`config.mk`:
```
export PLATFORM = sky130hd
export DESIGN_NAME = xdma_stream_to_axi_write_flat
export DESIGN_NICKNAME = d
export VERILOG_FILES = /design/src/rtl/xdma_axi_if.sv /design/src/rtl/xdma_stream_to_axi_write.sv /design/src/flat_wrapper.sv
export SDC_FILE = /design/constraint.sdc
export NUM_CORES = 1
export LEC_CHECK = 0
export ABC_CLOCK_PERIOD_IN_PS = 1900
export CAP_MARGIN = 20
export CELL_PAD_IN_SITES_DETAIL_PLACEMENT = 0
export CELL_PAD_IN_SITES_GLOBAL_PLACEMENT = 1
export CORE_AREA = 2 2 507 509
export DETAILED_ROUTE_END_ITERATION = 16
export DIE_AREA = 0 0 509 511
export PLACE_DENSITY_LB_ADDON = 0.1
export SETUP_SLACK_MARGIN = 0.05
export SYNTH_ARGS = -nofsm -noshare
export SYNTH_HDL_FRONTEND = slang
export SYNTH_SLANG_ARGS = --single-unit
```
`constraint.sdc`:
```
create_clock -name clk_i -period 1.9 [get_ports clk_i]
set_input_delay 0.38 -clock clk_i [delete_from_list [all_inputs] [get_ports clk_i]]
set_output_delay 0.38 -clock clk_i [all_outputs]
set_load 0.02 [all_outputs]
```
`src/rtl/xdma_axi_if.sv`:
```
// AXI4 write-side bundle between the XDMA burst generator (master) and the remote
// write converter (slave); read channel reduced to its two tie-off controls.
interface xdma_axi_if #(
    parameter int unsigned AddrWidth = 48,
    parameter int unsigned DataWidth = 512,
    parameter int unsigned IdWidth   = 3
);
    logic                     aw_valid;
    logic                     aw_ready;
    logic [AddrWidth-1:0]     aw_addr;
    logic [7:0]               aw_len;
    logic [2:0]               aw_size;
    logic [1:0]               aw_burst;
    logic [IdWidth-1:0]       aw_id;
    logic [3:0]               aw_cache;
    logic [2:0]               aw_prot;
    logic [3:0]               aw_qos;
    logic                     aw_lock;
    logic [5:0]               aw_atop;
    logic [3:0]               aw_region;
    logic                     aw_user;
    logic                     w_valid;
    logic                     w_ready;
    logic [DataWidth-1:0]     w_data;
    logic [DataWidth/8-1:0]   w_strb;
    logic                     w_last;
    logic                     b_valid;
    logic                     b_ready;
    logic [1:0]               b_resp;
    logic                     ar_valid;
    logic                     r_ready;

    modport master (
        output aw_valid, aw_addr, aw_len, aw_size, aw_burst, aw_id, aw_cache, aw_prot,
               aw_qos, aw_lock, aw_atop, aw_region, aw_user,
               w_valid, w_data, w_strb, w_last, b_ready, ar_valid, r_ready,
        input  aw_ready, w_ready, b_valid, b_resp
    );

    modport slave (
        input  aw_valid, aw_addr, aw_len, aw_size, aw_burst, aw_id, aw_cache, aw_prot,
               aw_qos, aw_lock, aw_atop, aw_region, aw_user,
               w_valid, w_data, w_strb, w_last, b_ready, ar_valid, r_ready,
        output aw_ready, w_ready, b_valid, b_resp
    );
endinterface

```
`src/rtl/xdma_stream_to_axi_write.sv`:
```
// XDMA source-side write burst generator: one AXI4 INCR burst (AW + streamed W) per
// descriptor, with B retirement, an outstanding-burst limit and a sticky error flag.
module xdma_stream_to_axi_write_chk #(
    parameter int unsigned AddrWidth = 48,
    parameter int unsigned BeatBytes = 64,
    parameter int unsigned OutW      = 3
) (
    input logic                 clk_i,
    input logic                 rst_ni,
    input logic                 desc_hs_i,
    input logic [AddrWidth-1:0] desc_addr_i,
    input logic [7:0]           desc_len_i,
    input logic                 b_hs_i,
    input logic [OutW-1:0]      outstanding_i
);
    a_desc_aligned: assert property (@(posedge clk_i) disable iff (!rst_ni)
        desc_hs_i |-> ((desc_addr_i % AddrWidth'(BeatBytes)) == '0))
        else $error("descriptor address not beat aligned");

    a_desc_4k: assert property (@(posedge clk_i) disable iff (!rst_ni)
        desc_hs_i |-> ((32'(desc_addr_i[11:0]) + (32'(desc_len_i) + 32'd1) * BeatBytes) <= 32'd4096))
        else $error("descriptor burst crosses a 4 KiB boundary");

    a_b_underflow: assert property (@(posedge clk_i) disable iff (!rst_ni)
        b_hs_i |-> (outstanding_i != '0))
        else $error("B response received with no burst outstanding");
endmodule

module xdma_stream_to_axi_write #(
    parameter int unsigned AddrWidth      = 48,
    parameter int unsigned DataWidth      = 512,
    parameter int unsigned IdWidth        = 3,
    parameter int unsigned AwId           = 0,
    parameter int unsigned MaxOutstanding = 4
) (
    input  logic                                     clk_i,
    input  logic                                     rst_ni,
    input  logic                                     desc_valid_i,
    output logic                                     desc_ready_o,
    input  logic [AddrWidth-1:0]                     desc_addr_i,
    input  logic [7:0]                               desc_len_i,
    input  logic                                     data_valid_i,
    output logic                                     data_ready_o,
    input  logic [DataWidth-1:0]                     data_i,
    input  logic [DataWidth/8-1:0]                   strb_i,
    xdma_axi_if.master                               axi_m,
    output logic                                     busy_o,
    output logic                                     err_o,
    output logic [$clog2(MaxOutstanding+1)-1:0]      outstanding_o
);
    localparam int unsigned BeatBytes = DataWidth / 8;
    localparam int unsigned OutW      = $clog2(MaxOutstanding + 1);

    typedef enum logic [0:0] {ST_IDLE = 1'b0, ST_BURST = 1'b1} state_e;

    state_e                 state_q, state_d;
    logic [AddrWidth-1:0]   addr_q, addr_d;
    logic [7:0]             len_q, len_d;
    logic [7:0]             beat_cnt_q, beat_cnt_d;
    logic                   aw_pend_q, aw_pend_d;
    logic                   w_done_q, w_done_d;
    logic [OutW-1:0]        outstanding_q, outstanding_d;
    logic                   err_q, err_d;
    logic                   active_q;

    logic desc_ready_s, desc_hs_s;
    logic aw_valid_s, aw_hs_s;
    logic w_active_s, w_valid_s, w_hs_s, w_last_s;
    logic b_raw_hs_s, b_hs_s;

    // Handshake decode; valids depend only on state and upstream valid, never on ready.
    always_comb begin
        desc_ready_s = active_q && (state_q == ST_IDLE) && (outstanding_q < OutW'(MaxOutstanding));
        desc_hs_s    = desc_valid_i && desc_ready_s;
        aw_valid_s   = (state_q == ST_BURST) && aw_pend_q;
        aw_hs_s      = aw_valid_s && axi_m.aw_ready;
        w_active_s   = (state_q == ST_BURST) && !w_done_q;
        w_valid_s    = w_active_s && data_valid_i;
        w_hs_s       = w_valid_s && axi_m.w_ready;
        w_last_s     = w_active_s && (beat_cnt_q == 8'd0);
        b_raw_hs_s   = axi_m.b_valid && active_q;
        b_hs_s       = b_raw_hs_s && (outstanding_q != '0);
    end

    // Next-state logic for the burst FSM, outstanding counter and sticky error.
    always_comb begin
        state_d       = state_q;
        addr_d        = addr_q;
        len_d         = len_q;
        beat_cnt_d    = beat_cnt_q;
        aw_pend_d     = aw_pend_q;
        w_done_d      = w_done_q;
        outstanding_d = outstanding_q;
        err_d         = err_q;

        case (state_q)
            ST_IDLE: begin
                if (desc_hs_s) begin
                    addr_d     = desc_addr_i;
                    len_d      = desc_len_i;
                    beat_cnt_d = desc_len_i;
                    aw_pend_d  = 1'b1;
                    w_done_d   = 1'b0;
                    state_d    = ST_BURST;
                end else begin
                    state_d    = ST_IDLE;
                end
            end
            ST_BURST: begin
                if (aw_hs_s) begin
                    aw_pend_d = 1'b0;
                end else begin
                    aw_pend_d = aw_pend_q;
                end
                if (w_hs_s) begin
                    if (w_last_s) begin
                        w_done_d = 1'b1;
                    end else begin
                        beat_cnt_d = beat_cnt_q - 8'd1;
                    end
                end else begin
                    w_done_d = w_done_q;
                end
                // AW and the final W may both complete in this same cycle.
                if (!aw_pend_d && w_done_d) begin
                    state_d = ST_IDLE;
                end else begin
                    state_d = ST_BURST;
                end
            end
            default: begin
                state_d = ST_IDLE;
            end
        endcase

        case ({aw_hs_s, b_hs_s})
            2'b10:   outstanding_d = outstanding_q + OutW'(1);
            2'b01:   outstanding_d = outstanding_q - OutW'(1);
            default: outstanding_d = outstanding_q;
        endcase

        if (b_hs_s && axi_m.b_resp[1]) begin
            err_d = 1'b1;
        end else begin
            err_d = err_q;
        end
    end

    // State registers; reset abandons any burst and all outstanding responses.
    always_ff @(posedge clk_i or negedge rst_ni) begin
        if (!rst_ni) begin
            state_q       <= ST_IDLE;
            addr_q        <= '0;
            len_q         <= 8'd0;
            beat_cnt_q    <= 8'd0;
            aw_pend_q     <= 1'b0;
            w_done_q      <= 1'b0;
            outstanding_q <= '0;
            err_q         <= 1'b0;
            active_q      <= 1'b0;
        end else begin
            state_q       <= state_d;
            addr_q        <= addr_d;
            len_q         <= len_d;
            beat_cnt_q    <= beat_cnt_d;
            aw_pend_q     <= aw_pend_d;
            w_done_q      <= w_done_d;
            outstanding_q <= outstanding_d;
            err_q         <= err_d;
            active_q      <= 1'b1;
        end
    end

    assign desc_ready_o    = desc_ready_s;
    assign data_ready_o    = w_active_s && axi_m.w_ready;
    assign busy_o          = (state_q != ST_IDLE) || (outstanding_q != '0);
    assign err_o           = err_q;
    assign outstanding_o   = outstanding_q;

    assign axi_m.aw_valid  = aw_valid_s;
    assign axi_m.aw_addr   = aw_valid_s ? addr_q : '0;
    assign axi_m.aw_len    = aw_valid_s ? len_q : 8'd0;
    assign axi_m.aw_size   = aw_valid_s ? 3'($clog2(BeatBytes)) : 3'd0;
    assign axi_m.aw_burst  = aw_valid_s ? 2'b01 : 2'b00;
    assign axi_m.aw_id     = aw_valid_s ? IdWidth'(AwId) : '0;
    assign axi_m.aw_cache  = 4'd0;
    assign axi_m.aw_prot   = 3'd0;
    assign axi_m.aw_qos    = 4'd0;
    assign axi_m.aw_lock   = 1'b0;
    assign axi_m.aw_atop   = 6'd0;
    assign axi_m.aw_region = 4'd0;
    assign axi_m.aw_user   = 1'b0;
    assign axi_m.w_valid   = w_valid_s;
    assign axi_m.w_data    = w_active_s ? data_i : '0;
    assign axi_m.w_strb    = w_active_s ? strb_i : '0;
    assign axi_m.w_last    = w_last_s;
    assign axi_m.b_ready   = active_q;
    assign axi_m.ar_valid  = 1'b0;
    assign axi_m.r_ready   = 1'b0;

    xdma_stream_to_axi_write_chk #(
        .AddrWidth (AddrWidth),
        .BeatBytes (BeatBytes),
        .OutW      (OutW)
    ) u_chk (
        .clk_i         (clk_i),
        .rst_ni        (rst_ni),
        .desc_hs_i     (desc_hs_s),
        .desc_addr_i   (desc_addr_i),
        .desc_len_i    (desc_len_i),
        .b_hs_i        (b_raw_hs_s),
        .outstanding_i (outstanding_q)
    );
endmodule

```
`src/flat_wrapper.sv`:
```
// flat-port wrapper written by rule: the top's interface ports become plain ports
module xdma_stream_to_axi_write_flat 
#(
    parameter int unsigned AddrWidth      = 48,
    parameter int unsigned DataWidth      = 512,
    parameter int unsigned IdWidth        = 3,
    parameter int unsigned AwId           = 0,
    parameter int unsigned MaxOutstanding = 4
)
  (clk_i, rst_ni, desc_valid_i, desc_ready_o, desc_addr_i, desc_len_i, data_valid_i, data_ready_o, data_i, strb_i, busy_o, err_o, outstanding_o, axi_m_aw_valid, axi_m_aw_addr, axi_m_aw_len, axi_m_aw_size, axi_m_aw_burst, axi_m_aw_id, axi_m_aw_cache, axi_m_aw_prot, axi_m_aw_qos, axi_m_aw_lock, axi_m_aw_atop, axi_m_aw_region, axi_m_aw_user, axi_m_w_valid, axi_m_w_data, axi_m_w_strb, axi_m_w_last, axi_m_b_ready, axi_m_ar_valid, axi_m_r_ready, axi_m_aw_ready, axi_m_w_ready, axi_m_b_valid, axi_m_b_resp);
  xdma_axi_if #(.AddrWidth(AddrWidth), .DataWidth(DataWidth), .IdWidth(IdWidth)) axi_m_i ();
  input  logic clk_i;
  input  logic rst_ni;
  input  logic desc_valid_i;
  output logic desc_ready_o;
  input  logic [AddrWidth-1:0] desc_addr_i;
  input  logic [7:0] desc_len_i;
  input  logic data_valid_i;
  output logic data_ready_o;
  input  logic [DataWidth-1:0] data_i;
  input  logic [DataWidth/8-1:0] strb_i;
  output logic busy_o;
  output logic err_o;
  output logic [$clog2(MaxOutstanding+1)-1:0] outstanding_o;
  output wire logic [$bits(axi_m_i.aw_valid)-1:0] axi_m_aw_valid;
  output wire logic [$bits(axi_m_i.aw_addr)-1:0] axi_m_aw_addr;
  output wire logic [$bits(axi_m_i.aw_len)-1:0] axi_m_aw_len;
  output wire logic [$bits(axi_m_i.aw_size)-1:0] axi_m_aw_size;
  output wire logic [$bits(axi_m_i.aw_burst)-1:0] axi_m_aw_burst;
  output wire logic [$bits(axi_m_i.aw_id)-1:0] axi_m_aw_id;
  output wire logic [$bits(axi_m_i.aw_cache)-1:0] axi_m_aw_cache;
  output wire logic [$bits(axi_m_i.aw_prot)-1:0] axi_m_aw_prot;
  output wire logic [$bits(axi_m_i.aw_qos)-1:0] axi_m_aw_qos;
  output wire logic [$bits(axi_m_i.aw_lock)-1:0] axi_m_aw_lock;
  output wire logic [$bits(axi_m_i.aw_atop)-1:0] axi_m_aw_atop;
  output wire logic [$bits(axi_m_i.aw_region)-1:0] axi_m_aw_region;
  output wire logic [$bits(axi_m_i.aw_user)-1:0] axi_m_aw_user;
  output wire logic [$bits(axi_m_i.w_valid)-1:0] axi_m_w_valid;
  output wire logic [$bits(axi_m_i.w_data)-1:0] axi_m_w_data;
  output wire logic [$bits(axi_m_i.w_strb)-1:0] axi_m_w_strb;
  output wire logic [$bits(axi_m_i.w_last)-1:0] axi_m_w_last;
  output wire logic [$bits(axi_m_i.b_ready)-1:0] axi_m_b_ready;
  output wire logic [$bits(axi_m_i.ar_valid)-1:0] axi_m_ar_valid;
  output wire logic [$bits(axi_m_i.r_ready)-1:0] axi_m_r_ready;
  input wire logic [$bits(axi_m_i.aw_ready)-1:0] axi_m_aw_ready;
  input wire logic [$bits(axi_m_i.w_ready)-1:0] axi_m_w_ready;
  input wire logic [$bits(axi_m_i.b_valid)-1:0] axi_m_b_valid;
  input wire logic [$bits(axi_m_i.b_resp)-1:0] axi_m_b_resp;
  assign axi_m_aw_valid = axi_m_i.aw_valid;
  assign axi_m_aw_addr = axi_m_i.aw_addr;
  assign axi_m_aw_len = axi_m_i.aw_len;
  assign axi_m_aw_size = axi_m_i.aw_size;
  assign axi_m_aw_burst = axi_m_i.aw_burst;
  assign axi_m_aw_id = axi_m_i.aw_id;
  assign axi_m_aw_cache = axi_m_i.aw_cache;
  assign axi_m_aw_prot = axi_m_i.aw_prot;
  assign axi_m_aw_qos = axi_m_i.aw_qos;
  assign axi_m_aw_lock = axi_m_i.aw_lock;
  assign axi_m_aw_atop = axi_m_i.aw_atop;
  assign axi_m_aw_region = axi_m_i.aw_region;
  assign axi_m_aw_user = axi_m_i.aw_user;
  assign axi_m_w_valid = axi_m_i.w_valid;
  assign axi_m_w_data = axi_m_i.w_data;
  assign axi_m_w_strb = axi_m_i.w_strb;
  assign axi_m_w_last = axi_m_i.w_last;
  assign axi_m_b_ready = axi_m_i.b_ready;
  assign axi_m_ar_valid = axi_m_i.ar_valid;
  assign axi_m_r_ready = axi_m_i.r_ready;
  assign axi_m_i.aw_ready = axi_m_aw_ready;
  assign axi_m_i.w_ready = axi_m_w_ready;
  assign axi_m_i.b_valid = axi_m_b_valid;
  assign axi_m_i.b_resp = axi_m_b_resp;
  xdma_stream_to_axi_write #(.AddrWidth(AddrWidth), .DataWidth(DataWidth), .IdWidth(IdWidth), .AwId(AwId), .MaxOutstanding(MaxOutstanding)) u_core (.clk_i(clk_i), .rst_ni(rst_ni), .desc_valid_i(desc_valid_i), .desc_ready_o(desc_ready_o), .desc_addr_i(desc_addr_i), .desc_len_i(desc_len_i), .data_valid_i(data_valid_i), .data_ready_o(data_ready_o), .data_i(data_i), .strb_i(strb_i), .axi_m(axi_m_i), .busy_o(busy_o), .err_o(err_o), .outstanding_o(outstanding_o));
endmodule
```
### Word level (Yosys, flattened, before mapping)

Index checks and enable logic that the tools add are counted.

* add/sub/neg operators: 3
* magnitude comparators: 1
* eq/ne operators: 5
* muxes and demuxes: 23
* bitwise operators: 1
* reduce and logical (&&, ||, !) cells: 22

Operators with widths (number)
* 2-to-1 mux 512 bit: 1
* 2-to-1 mux 64 bit: 1
* 2-to-1 mux 48 bit: 1
* 2-to-1 mux 8 bit: 4
* one-hot mux 8 bit (2 select lines): 1
* logical AND 1 bit: 14
* 2-to-1 mux 1 bit: 10
* logical NOT 8 bit: 1
* subtractor 8 x 1 -> 8 bit (second input constant): 1
* one-hot mux 1 bit (2 select lines): 3
* one-hot mux 3 bit (2 select lines): 1
* inequality test 2 bit (second input constant): 2
* adder 3 x 1 -> 3 bit (second input constant): 1
* less-than comparator 3 bit (second input constant): 1
* 2-to-1 mux 3 bit: 1
* AND reduction 3 bit: 1
* nonzero test 3 bit: 1
* subtractor 3 x 1 -> 3 bit (second input constant): 1
* equality test 2 x 1 -> 1 bit (second input constant): 1
* equality test 2 bit (second input constant): 1
* logical NOT 1 bit: 2
* inequality test 2 x 1 -> 1 bit (second input constant): 1
* AND reduction 2 bit: 1
* nonzero test 2 bit: 1
* 2 further kinds: 2

* bits in registers: 72
* input port bits: 641
* output and inout bits: 676
* logic and storage cells: 64

### Depth between registers and ports, before layout

* depth in word-level cells: 9
* depth in mapped cells: 11
* gate-level depth less buffers: 9

### Worst setup path after synthesis

No wires, ideal clock.

* kind: register -> register
* start point: register u_core.state_q
* end point: register u_core.outstanding_q[2] (netlist: u_core.outstanding_o[2])
* library setup time: 80 ps
* arrival: 2008 ps
* data required time: 1820 ps
* setup slack: -187 ps
* stages on the path, launching flop included: 12
* path buffers: 2
* period minus slack after synthesis: 2087 ps
* cells stage by stage: dfrtp_1 > buf_2 > buf_2 > nand2_1 > inv_1 > nand2_1 > ha_1 > inv_1 > fa_1 > xor2_1 > nor2_1 > xor2_1

* word-level cells in the longest chain between the ends: 4
* elaborated cells between the ends (all ways): 6
* classes of those cells: eq/ne (2); mux (1); reduce/logical (3)

Ends and longest elaborated chain
* from (decl): RTL line xdma_stream_to_axi_write.sv:56 `state_e state_q, state_d;`
* from (signal assigned): RTL line xdma_stream_to_axi_write.sv:162 `state_q <= state_d;`
* logical AND 1 bit (*): RTL line xdma_stream_to_axi_write.sv:75 `aw_valid_s = (state_q == ST_BURST) && aw_pend_q;`
* net axi_m_aw_valid: RTL line flat_wrapper.sv:25 `output wire logic [$bits(axi_m_i.aw_valid)-1:0] axi_m_aw_valid;`
* logical AND 1 bit (*): RTL line xdma_stream_to_axi_write.sv:76 `aw_hs_s = aw_valid_s && axi_m.aw_ready;`
* equality test 2 x 1 -> 1 bit / equality test 2 bit (equally long branches): RTL line xdma_stream_to_axi_write.sv:136 `case ({aw_hs_s, b_hs_s})`
* one-hot mux 3 bit (2 select lines) / nonzero test 2 bit (equally long branches)
* to (signal assigned): RTL line xdma_stream_to_axi_write.sv:168 `outstanding_q <= outstanding_d;`
* to (decl): RTL line xdma_stream_to_axi_write.sv:62 `logic [OutW-1:0] outstanding_q, outstanding_d;`

The timed path passes the listed nets; every way through them passes the cells marked *.
A chain may end at the register's enable or synchronous reset.

### Worst setup path after layout

* start point: register u_core.state_q
* end point: output port axi_m_w_data[408]

* word-level cells in the longest chain between the ends: 2

Ends and longest elaborated chain
* logical AND 1 bit: RTL line xdma_stream_to_axi_write.sv:77 `w_active_s = (state_q == ST_BURST) && !w_done_q;`
* 2-to-1 mux 512 bit: RTL line xdma_stream_to_axi_write.sv:194 `assign axi_m.w_data = w_active_s ? data_i : '0;`
* to (decl): RTL line flat_wrapper.sv:39 `output wire logic [$bits(axi_m_i.w_data)-1:0] axi_m_w_data;`

No other way between the ends.

==> flow_summary_export.csv <==
group,metric,value,unit
critical_path,startpoint_type,"flip-flop",
detailed_routing,final_antenna_net_count,0,
sta,final.setup.tns,-232.00,ns
floorplan,floorplan.initialDensity,2.98,%
critical_path,critical_path_s_largest_stage_delay,0.44,ns
floorplan,dieWidth,509,um
power,vdd_drop_max,0.513,mV
clocking,clk_pin_slew,0.06,ns
synth,synth_edf_count,0,
clocking,clock_latency_reported_for_the_late_side_of_the_worst_skew_pair,0.37,ns
synth,netlist_area,7610,um^2
sta,fmaxAchievable,408,MHz
synth,synth_area_per_cell,7.08,um^2
finish,multi_input_area,5670,um^2
status,run_status,"finished with violations",
synth,number_of_register_bits_inferred_by_synthesis,72,
critical_path,critical_path_class,"flip-flop to output port",
global_routing,grtUsageTotal,12.6,%
synth,cell_types_with_the_highest_counts_after_synthesis,"578 x and2_1, 168 x nand2_1, 72 x dfrtp_1",
clocking,maximum_count_of_clock_buffers_along_a_single_path,2,
placement,numPortBuffers,1285,
placement,dp_cells,5759,
power,p_leak,0.0117,uW
critical_path,cp_endpoint_kind,"output port",
detailed_routing,detailed_route_wire_length,172000,um
finish,ff_latch_area,1800,um^2
critical_path,worst_ep_arrival_time,2.07,ns
sta,max_slew_margin,66.5,%
finish,num-nets-final,3078,
clocking,cts-buffers-inserted,9,
synth,synth_top_flop_cell,"dfrtp_1",
critical_path,path_delay_family,"buffers and inverters",
floorplan,design.core.area,255000,um^2
detailed_routing,drc,0,
detailed_routing,firstDrtPassIters,5,
clocking,tritoncts_clock_tree,"built",
global_routing,number_of_antenna_violations_at_the_first_check_in_global_routing,269,
sta,finalHoldViolCount,0,
sta,worst_slack,-0.549,ns
critical_path,critPathSlowestCell,"dfrtp_2",
floorplan,io_pins,1317,
critical_path,timing.critical_path.fanout_max,10,
sta,min_tclk_post_route,2.45,ns
sta,finalSetupViolCount,621,
sta,timing.final.max_slew_violations,0,
finish,area_growth,270,%
clocking,cts_root_buf,"clkbuf_16",
floorplan,num_rows,186,
sta,worstMarginPinSlew,0.503,ns
synth,yosysWarningCount,0,
synth,post_synth_inst_count,1075,
synth,synth-seq-area-share,23.7,%
power,power_density,1270,nW/um^2
floorplan,die-area,260000,um^2
placement,detailed_place_hpwl,159000,um
sta,finalCritPeriodShare,129,%
global_routing,grt_pass1_wl,203000,um
critical_path,required,1.52,ns
sta,hold_slack_final,0.0804,ns
sta,timing.clock.skew,0.00840,ns
finish,fill_cells,29481,
synth,yosysUniqueCellTypes,48,
synth,synth_largest_area_cell,"and2_1",
critical_path,cp_cell_sequence,"and2b_4, buf_12, buf_16, buf_12, buf_12, buf_16, and2_4, buf_6",
detailed_routing,drc_marker_count_from_the_first_detailed_route_iteration,591,
detailed_routing,post_drt_wl_per_cell,29.4,um
detailed_routing,detail_route.vias_per_cell,2.35,
floorplan,chipHeight,511,um
finish,layoutNonFillerInstCount,5859,
flow_run,max-cap-violations,0,
clocking,cts-hold-fix-buffers,0,
clocking,cts_htree_levels,3,
synth,portion_of_synthesized_cell_area_occupied_by_the_leading_cell_type,47.5,%
clocking,cts_num_sinks,72,
synth,yosysMostFrequentCell,"and2_1",
placement,gp_congestion,0.848,
sta,rsz_0062_raised_after_global_routing,"true",
detailed_routing,route.vias.total,13746,
critical_path,worst-path-buf-inv,6,
global_routing,grt_pass1_vias,14105,
global_routing,maximum_number_of_pins_on_one_net_before_global_route_repair,73,
global_routing,global_route.overflow_total,0,
status,failing_checks,"setup timing",
critical_path,critical_path.most_common_cell,"buf_12",
finish,drive_above_1_share,38.0,%
synth,netlist_top_cells_area,"and2_1 48%, dfrtp_1 24%, nand2_1 8.3%, and3_1 4.7%, buf_2 3.6%",
worst_hold_path,holdCritPathClass,"input port to asynchronous set/reset pin",
synth,synth_async_sr_flop_share,100,%
## sequential cells by signal, summed over array words and instances, names as in the netlist
signal and flops:
u_core.addr_q 48, u_core.beat_cnt_q 8, u_core.len_q 8, u_core.outstanding_o 3, u_core.aw_pend_q 1, u_core.axi_m.b_ready 1, u_core.err_o 1, u_core.state_q 1
u_core.w_done_q 1
## report_power, final
group / leakage, uW / switching, uW / internal, uW / total (uW)
Clock: 0.000130 / 803 / 901 / 1700
Combinational: 0.0106 / 16200 / 15300 / 31500
Sequential: 0.000910 / 437 / 2260 / 2700
Total: 0.0117 / 17400 / 18400 / 35900
## worst reg2reg max path, cell delays in order (launching register included)
cell and delay, ns:
dfrtp_2 0.44, buf_12 0.16, buf_12 0.15, nand2_4 0.10, inv_4 0.06, nand2_2 0.10, ha_4 0.14, inv_1 0.05
fa_2 0.33, xor2_1 0.14, nor2_1 0.13, xor2_1 0.15
## cell usage in the layout, fill, tap and decap left out, types with 52 or more instances in the layout
cell type / synthesis / layout
clkbuf_2: 0 / 61
nand2_1: 168 / 165
dfrtp_1: 72 / 71
and2_4: 0 / 154
and3_1: 57 / 52
and2_1: 578 / 419
clkdlybuf4s50_1: 0 / 653
buf_12: 0 / 208
buf_6: 1 / 119
dlygate4sd2_1: 0 / 60
buf_4: 33 / 227
## final cells by class
class	count	share of cell area, %
Multi-Input combinational cell	899	20.1
Sequential cell	72	6.40
Antenna cell	39	0.346
Clock inverter	4	0.0799
Timing Repair Buffer	1442	57.1
Clock buffer	10	0.848
Tap cell	3384	15.0
Inverter	9	0.129
## cells by family (layout without fill, tap and decap cells)
| logic type | Yosys count | count (layout) | share of synthesized area, % |
|---|---|---|---|
| simple gates | 830 | 830 | 62.9 |
| buf+inv | 133 | 1465 | 9.17 |
| flops | 72 | 72 | 23.7 |
| compound gates | 26 | 26 | 2.35 |
| fa+ha+maj | 4 | 4 | 0.756 |
| xor+xnor | 4 | 4 | 0.460 |
| mux | 4 | 4 | 0.543 |
| other cells | 2 | 70 | 0.0987 |
## layer usage
layer / global-route usage, % / vias to the layer above / part of all wire, %
met1: 12.0 / 6155 / 33
li1: - / 5980 / -
met5: 0 / - / 0.42
met3: 6.62 / 436 / 12
met2: 23.8 / 1061 / 52
met4: 1.99 / 114 / 2.4
## timing repair
item | 4_1_cts | 5_1_grt
gates resized for setup | 760 | 859
gates cloned | 6 | 14
pin swaps | 3 | 64
hold endpoints to repair | 0 | 0
setup endpoints to repair | 666 | 698
setup buffers | 9 | 20
## worst paths after layout
| check | start | slack, ns | to | depth (start not counted) |
|---|---|---|---|---|
| setup / recovery | u_core.state_q$_DFF_PN0_ | -0.55 | axi_m_w_data[408] | 8 |
| hold / removal | rst_ni | 0.08 | u_core.addr_q[26]$_DFFE_PN0P_ | 2 |
| setup reg to reg | u_core.state_q$_DFF_PN0_ | -0.12 | u_core.outstanding_o[2]$_DFFE_PN0P_ | 11 |
| hold reg to reg | u_core.err_o$_DFFE_PN0P_ | 0.46 | u_core.err_o$_DFFE_PN0P_ | 1 |
| max in group asynchronous | rst_ni | 1.42 | u_core.state_q$_DFF_PN0_ | 2 |
| min in group clk_i | u_core.err_o$_DFFE_PN0P_ | 0.46 | u_core.err_o$_DFFE_PN0P_ | 1 |
## per-stage QoR
step	worst slack (ns)	utilization, %	area (um^2)	total power (uW)
floorplan	0.0578	-	7760	13400
finish	-0.549	11.0	28200	35900
CTS	-0.652	10.6	27200	34100
global placement	-0.826	10.5	26700	32100
detailed placement	-0.817	10.5	26700	32000
global route	-0.627	11.0	28100	38100
Note: power is estimated with default switching activity, not from simulation.
